**src/rtl/led_matrix_scanner_if.sv**
```systemverilog
// led_matrix_scanner_if: frame inputs (EN, RedPixels, GrnPixels) and matrix outputs (ROW_SEL, RED_COL, GRN_COL, ROW_IDX, FRAME_START)
interface led_matrix_scanner_if;
  logic EN;
  logic [15:0][15:0] RedPixels;
  logic [15:0][15:0] GrnPixels;
  logic [15:0] ROW_SEL;
  logic [15:0] RED_COL;
  logic [15:0] GRN_COL;
  logic [3:0] ROW_IDX;
  logic FRAME_START;
  modport master(output EN, RedPixels, GrnPixels, input ROW_SEL, RED_COL, GRN_COL, ROW_IDX, FRAME_START);
  modport slave(input EN, RedPixels, GrnPixels, output ROW_SEL, RED_COL, GRN_COL, ROW_IDX, FRAME_START);
endinterface

```
**src/rtl/led_matrix_scanner.sv**
```systemverilog
// led_matrix_scanner: snapshots a 16x16 bicolour frame at LOAD and scans it row by row (CLK, RST, bus: EN/pixels in, row/column drive out)
module led_matrix_scanner #(
  parameter int DWELL = 1024,
  parameter int BLANK = 16
) (
  input logic CLK,
  input logic RST,
  led_matrix_scanner_if.slave bus
);
  localparam int MX = DWELL > BLANK ? DWELL : BLANK;
  localparam int CW = $clog2(MX + 1);
  localparam logic [CW-1:0] DW_LD = CW'(DWELL - 1);
  localparam logic [CW-1:0] BL_LD = CW'(BLANK > 0 ? BLANK - 1 : 0);
  localparam bit NOBLANK = BLANK == 0;
  typedef enum logic [1:0] {S_IDLE, S_LOAD, S_BLANK, S_DRIVE} state_t;
  state_t state_q, state_d, next_st;
  logic [CW-1:0] cnt_q, cnt_d, next_cnt;
  logic [3:0] row_q, row_d;
  logic [15:0][15:0] sh_red_q, sh_grn_q, src_red, src_grn;
  logic [15:0] row_sel_q, row_sel_d, red_q, red_d, grn_q, grn_d;
  logic fs_q, fs_d, drv;
  assign next_st = NOBLANK ? S_DRIVE : S_BLANK;
  assign next_cnt = NOBLANK ? DW_LD : BL_LD;
  always_comb begin
    state_d = state_q;
    cnt_d = cnt_q;
    row_d = row_q;
    case (state_q)
      S_IDLE: state_d = S_LOAD;
      S_LOAD: begin
        state_d = next_st;
        cnt_d = next_cnt;
        row_d = '0;
      end
      S_BLANK:
        if (cnt_q == '0) begin
          state_d = S_DRIVE;
          cnt_d = DW_LD;
        end else cnt_d = cnt_q - 1'b1;
      S_DRIVE:
        if (cnt_q != '0) cnt_d = cnt_q - 1'b1;
        else if (row_q == 4'd15) begin
          state_d = S_LOAD;
          row_d = '0;
        end else begin
          state_d = next_st;
          cnt_d = next_cnt;
          row_d = row_q + 1'b1;
        end
      default: state_d = S_IDLE;
    endcase
    if (!bus.EN) begin
      state_d = S_IDLE;
      row_d = '0;
    end
    // a row entered straight from LOAD must see the frame being latched on this edge
    src_red = state_q == S_LOAD ? bus.RedPixels : sh_red_q;
    src_grn = state_q == S_LOAD ? bus.GrnPixels : sh_grn_q;
    drv = state_d == S_DRIVE;
    row_sel_d = drv ? 16'd1 << row_d : '0;
    red_d = drv ? src_red[row_d] : '0;
    grn_d = drv ? src_grn[row_d] : '0;
    fs_d = state_d == S_LOAD;
  end
  always_ff @(posedge CLK) begin
    if (RST) begin
      state_q <= S_IDLE;
      cnt_q <= '0;
      row_q <= '0;
      sh_red_q <= '0;
      sh_grn_q <= '0;
      row_sel_q <= '0;
      red_q <= '0;
      grn_q <= '0;
      fs_q <= 1'b0;
    end else begin
      state_q <= state_d;
      cnt_q <= cnt_d;
      row_q <= row_d;
      row_sel_q <= row_sel_d;
      red_q <= red_d;
      grn_q <= grn_d;
      fs_q <= fs_d;
      if (state_q == S_LOAD) begin
        sh_red_q <= bus.RedPixels;
        sh_grn_q <= bus.GrnPixels;
      end
    end
  end
  assign bus.ROW_SEL = row_sel_q;
  assign bus.RED_COL = red_q;
  assign bus.GRN_COL = grn_q;
  assign bus.ROW_IDX = row_q;
  assign bus.FRAME_START = fs_q;
endmodule

```
**src/flat_wrapper.sv**
```systemverilog
// flat-port wrapper written by rule: the top's interface ports become plain ports
module led_matrix_scanner_flat 
#(
  parameter int DWELL = 1024,
  parameter int BLANK = 16
)
  (CLK, RST, bus_EN, bus_RedPixels, bus_GrnPixels, bus_ROW_SEL, bus_RED_COL, bus_GRN_COL, bus_ROW_IDX, bus_FRAME_START);
  led_matrix_scanner_if bus_i ();
  input logic CLK;
  input logic RST;
  input wire logic [$bits(bus_i.EN)-1:0] bus_EN;
  input wire logic [$bits(bus_i.RedPixels)-1:0] bus_RedPixels;
  input wire logic [$bits(bus_i.GrnPixels)-1:0] bus_GrnPixels;
  output wire logic [$bits(bus_i.ROW_SEL)-1:0] bus_ROW_SEL;
  output wire logic [$bits(bus_i.RED_COL)-1:0] bus_RED_COL;
  output wire logic [$bits(bus_i.GRN_COL)-1:0] bus_GRN_COL;
  output wire logic [$bits(bus_i.ROW_IDX)-1:0] bus_ROW_IDX;
  output wire logic [$bits(bus_i.FRAME_START)-1:0] bus_FRAME_START;
  assign bus_i.EN = bus_EN;
  assign bus_i.RedPixels = bus_RedPixels;
  assign bus_i.GrnPixels = bus_GrnPixels;
  assign bus_ROW_SEL = bus_i.ROW_SEL;
  assign bus_RED_COL = bus_i.RED_COL;
  assign bus_GRN_COL = bus_i.GRN_COL;
  assign bus_ROW_IDX = bus_i.ROW_IDX;
  assign bus_FRAME_START = bus_i.FRAME_START;
  led_matrix_scanner #(.DWELL(DWELL), .BLANK(BLANK)) u_core (.CLK(CLK), .RST(RST), .bus(bus_i));
endmodule
```
**config.mk**
```make
export PLATFORM = sky130hd
export DESIGN_NAME = led_matrix_scanner_flat
export DESIGN_NICKNAME = d
export VERILOG_FILES = /design/src/rtl/led_matrix_scanner_if.sv /design/src/rtl/led_matrix_scanner.sv /design/src/flat_wrapper.sv
export SDC_FILE = /design/constraint.sdc
export NUM_CORES = 1
export LEC_CHECK = 0
export CORE_MARGIN = 5
export CORE_UTILIZATION = 45
export CTS_CLUSTER_DIAMETER = 200
export DETAILED_ROUTE_END_ITERATION = 8
export MAX_ROUTING_LAYER = met4
export PLACE_DENSITY_LB_ADDON = 0.15
export SYNTH_ARGS = -nofsm -noshare
export SYNTH_HDL_FRONTEND = slang
export SYNTH_SLANG_ARGS = --single-unit
```
**constraint.sdc**
```tcl
create_clock -name CLK -period 4 [get_ports CLK]
set_clock_uncertainty 0.05 [all_clocks]
set_input_delay 0.4 -clock CLK [delete_from_list [all_inputs] [get_ports CLK]]
set_output_delay 0.4 -clock CLK [all_outputs]
set_load 0.01 [all_outputs]
```
==> impl_metrics.toml <==
[layout]
regArea_sq_mm = 0.0116
multiInputGateArea_sq_mm = 0.0114
layout-area-overhead-vs-synth_pct = 35.3
layout.nets = 3717
drive_gt1_frac = 0.0641
final_core_util = 0.614
num-fill-cells = 4581

[synthesis]
synth_top_area_frac = 0.485
synthMostInstantiatedCell = "dfxtp_1"
syn_nets = 3241
synth_edf_count = 0
synthCells = 2724
synth_area_leaders = "dfxtp_1, mux2i_1, nand2_1"
yosysWarnings = 0
synth_commonest_cells = "dfxtp_1, nand2_1, nor2_1, mux2i_1, a21oi_1"
syn_area_sq_mm = 0.0238
synth_ff_type = "dfxtp_1"
synth.avg_cell_area_sq_um = 8.75
ys_ff_latch = 578
ys_seq_area_frac = 0.485
async_reset_ff_frac = 0
ys_types = 68
synth_top_area_cell = "dfxtp_1"

[die]
dieArea_sq_mm = 0.0577
fp.dieW_microns = 240
die_height_microns = 240
pin_count = 568
core-area_sq_mm = 0.0526
start_util = 0.454
rows = 84

[grt]
grt_overflow = 0
grt_usage = 0.325
grt_pass1_wl_microns = 139000
antenna_found_initial = 22
grt_max_degree = 222
grt_pass1_vias = 21300

[worst_setup_path]
crit_type = "reg2reg"
reg2reg_slack_ns = 0.36
start_kind = "flip-flop"
cp.arrival_ns = 4.06
crit_required_ns = 4.43
critPathCaptureType = "flip-flop"
crit_fanout = 45

[pwr]
p_leak_nw = 11.4
vdd_drop_max_v = 0.000319
cellPowerDensity_mw_per_mm2 = 417
report.power.total_mw = 13.4

[route]
wl_microns = 96700
drtIter0Drc = 2756
vias = 22600
firstDrtPassIters = 6
wl_per_cell_microns = 24.5
drc = 0
vias_per_cell = 5.71
detail-route-antenna-nets = 0

[clock_network]
postCtsSetupBuffers = 0
clkSlewWorstSetupHoldPaths_ns = 0.06
cts_sinks = 578
cts_tree = "done"
clk_path_buf_depth = 3
cts_inserted_buffers = 59
ctsResizeCount = 0
root_buffer = "clkbuf_16"
clk_latency_ns = 0.63
hold_buffers = 0
htree_levels = 2

[placement]
gp_congestion = 0.951
dpl_worst_slack_ns = 0.444
io_buffers = 567
hpwl_microns = 71400

[worst_hold_path]
worstHoldPathType = "in2reg"

[flow_run]
drv_cap = 0

[sta]
setup_viol = 0
max_freq_ghz = 0.275
setup_tns_ns = 0
drv_slew = 0
hold_ws_ns = 0.203
slew_headroom = 0.284
worst_slack_ns = 0.362
rsz0062_at_grt = "no"
period_share = 0.909
hold_viol_final = 0
timing.final.crit_period_ns = 3.64
worst_pin_slew_ns = 1.07

[status]
status = "finished clean"
[worst max-delay path: stages (launching register included)]
cell and delay, ns:
dfxtp_1 0.31, inv_1 0.08, ha_1 0.23, or4b_1 0.69, nor3_4 0.59, buf_4 0.23
mux2i_4 0.25, buf_12 0.28, o22ai_1 0.13, nor3_1 0.47, o32ai_1 0.14
[per-stage QoR]
stage / area [sq um] / cells
floorplan: 23800 / 2724
finish: 32200 / 3953
global placement: 30300 / 3827
CTS: 32200 / 3932
global route: 32200 / 3953
detailed placement: 30300 / 3827
[logic make-up (layout without fill, tap and decap cells)]
group                    Yosys count  after routing  synth area share
AO/OA/AOI/OAI                    577            577             0.153
XOR/XNOR                           3              3           0.00110
adder cells (fa/ha/maj)            2              2           0.00105
buffers and inverters            238            758            0.0416
flip-flops                       578            578             0.485
multiplexers                     345            345             0.145
other                              0             21                 0
AND/OR/NAND/NOR                  981            981             0.173
[report_power, final]
part	leakage, nW	total [mW]	switching, mW	internal [mW]
clock network	0.959	5.45	2.35	3.10
registers	4.71	6.14	0.118	6.03
logic	5.78	1.83	0.944	0.889
[final timing paths]
check,startpoint,end,cells past startpoint
worst max-delay path,u_core.cnt_q[0],u_core.bus.RED_COL[14],10
worst min-delay path,RST,u_core.sh_red_q[252],2
worst max register to register,u_core.cnt_q[0],u_core.bus.RED_COL[14],10
worst min register to register,u_core.sh_grn_q[225],u_core.sh_grn_q[225],2
[cells in the final DEF, fill, tap and decap left out, drive strengths merged, types with 5 or more instances in the layout]
cell / count
a21oi: 247
a221oi: 10
a31oi: 22
a41oi: 5
and2: 5
and3: 13
buf: 78
clkbuf: 80
clkdlybuf4s50: 566
clkinv: 19
dfxtp: 578
diode: 21
inv: 11
mux2i: 342
nand2: 471
nand2b: 7
nand3: 7
nand3b: 11
nand4: 25
nor2: 385
nor3: 21
nor3b: 11
nor4: 5
o211ai: 7
o21ai: 38
o221ai: 88
o22ai: 121
o2bb2ai: 6
o32ai: 6
o41ai: 6
or4: 6
[flip-flops by register name (all words and copies together) (netlist names)]
register and cells:
u_core.bus.GRN_COL 16, u_core.sh_grn_q 256, u_core.sh_red_q 256, u_core.cnt_q 11, u_core.bus.ROW_IDX 4, u_core.bus.ROW_SEL 16, u_core.state_q 2, u_core.bus.FRAME_START 1
u_core.bus.RED_COL 16
[cell type report]
type,count,area share
diodes,21,0.00163
clock buffers,80,0.0529
clock inverters,25,0.00617
inverters,9,0.00105
multi-input cells,1908,0.353
flip-flops and latches,578,0.359
well taps,688,0.0267
repair buffers,644,0.200
[per-layer routing]
layer	wire length, microns	GRT usage
met5	0	-
met4	1930	0.0664
met3	8530	0.0660
met2	43500	0.486
met1	42800	0.462
(Power assumes the default switching activity.)
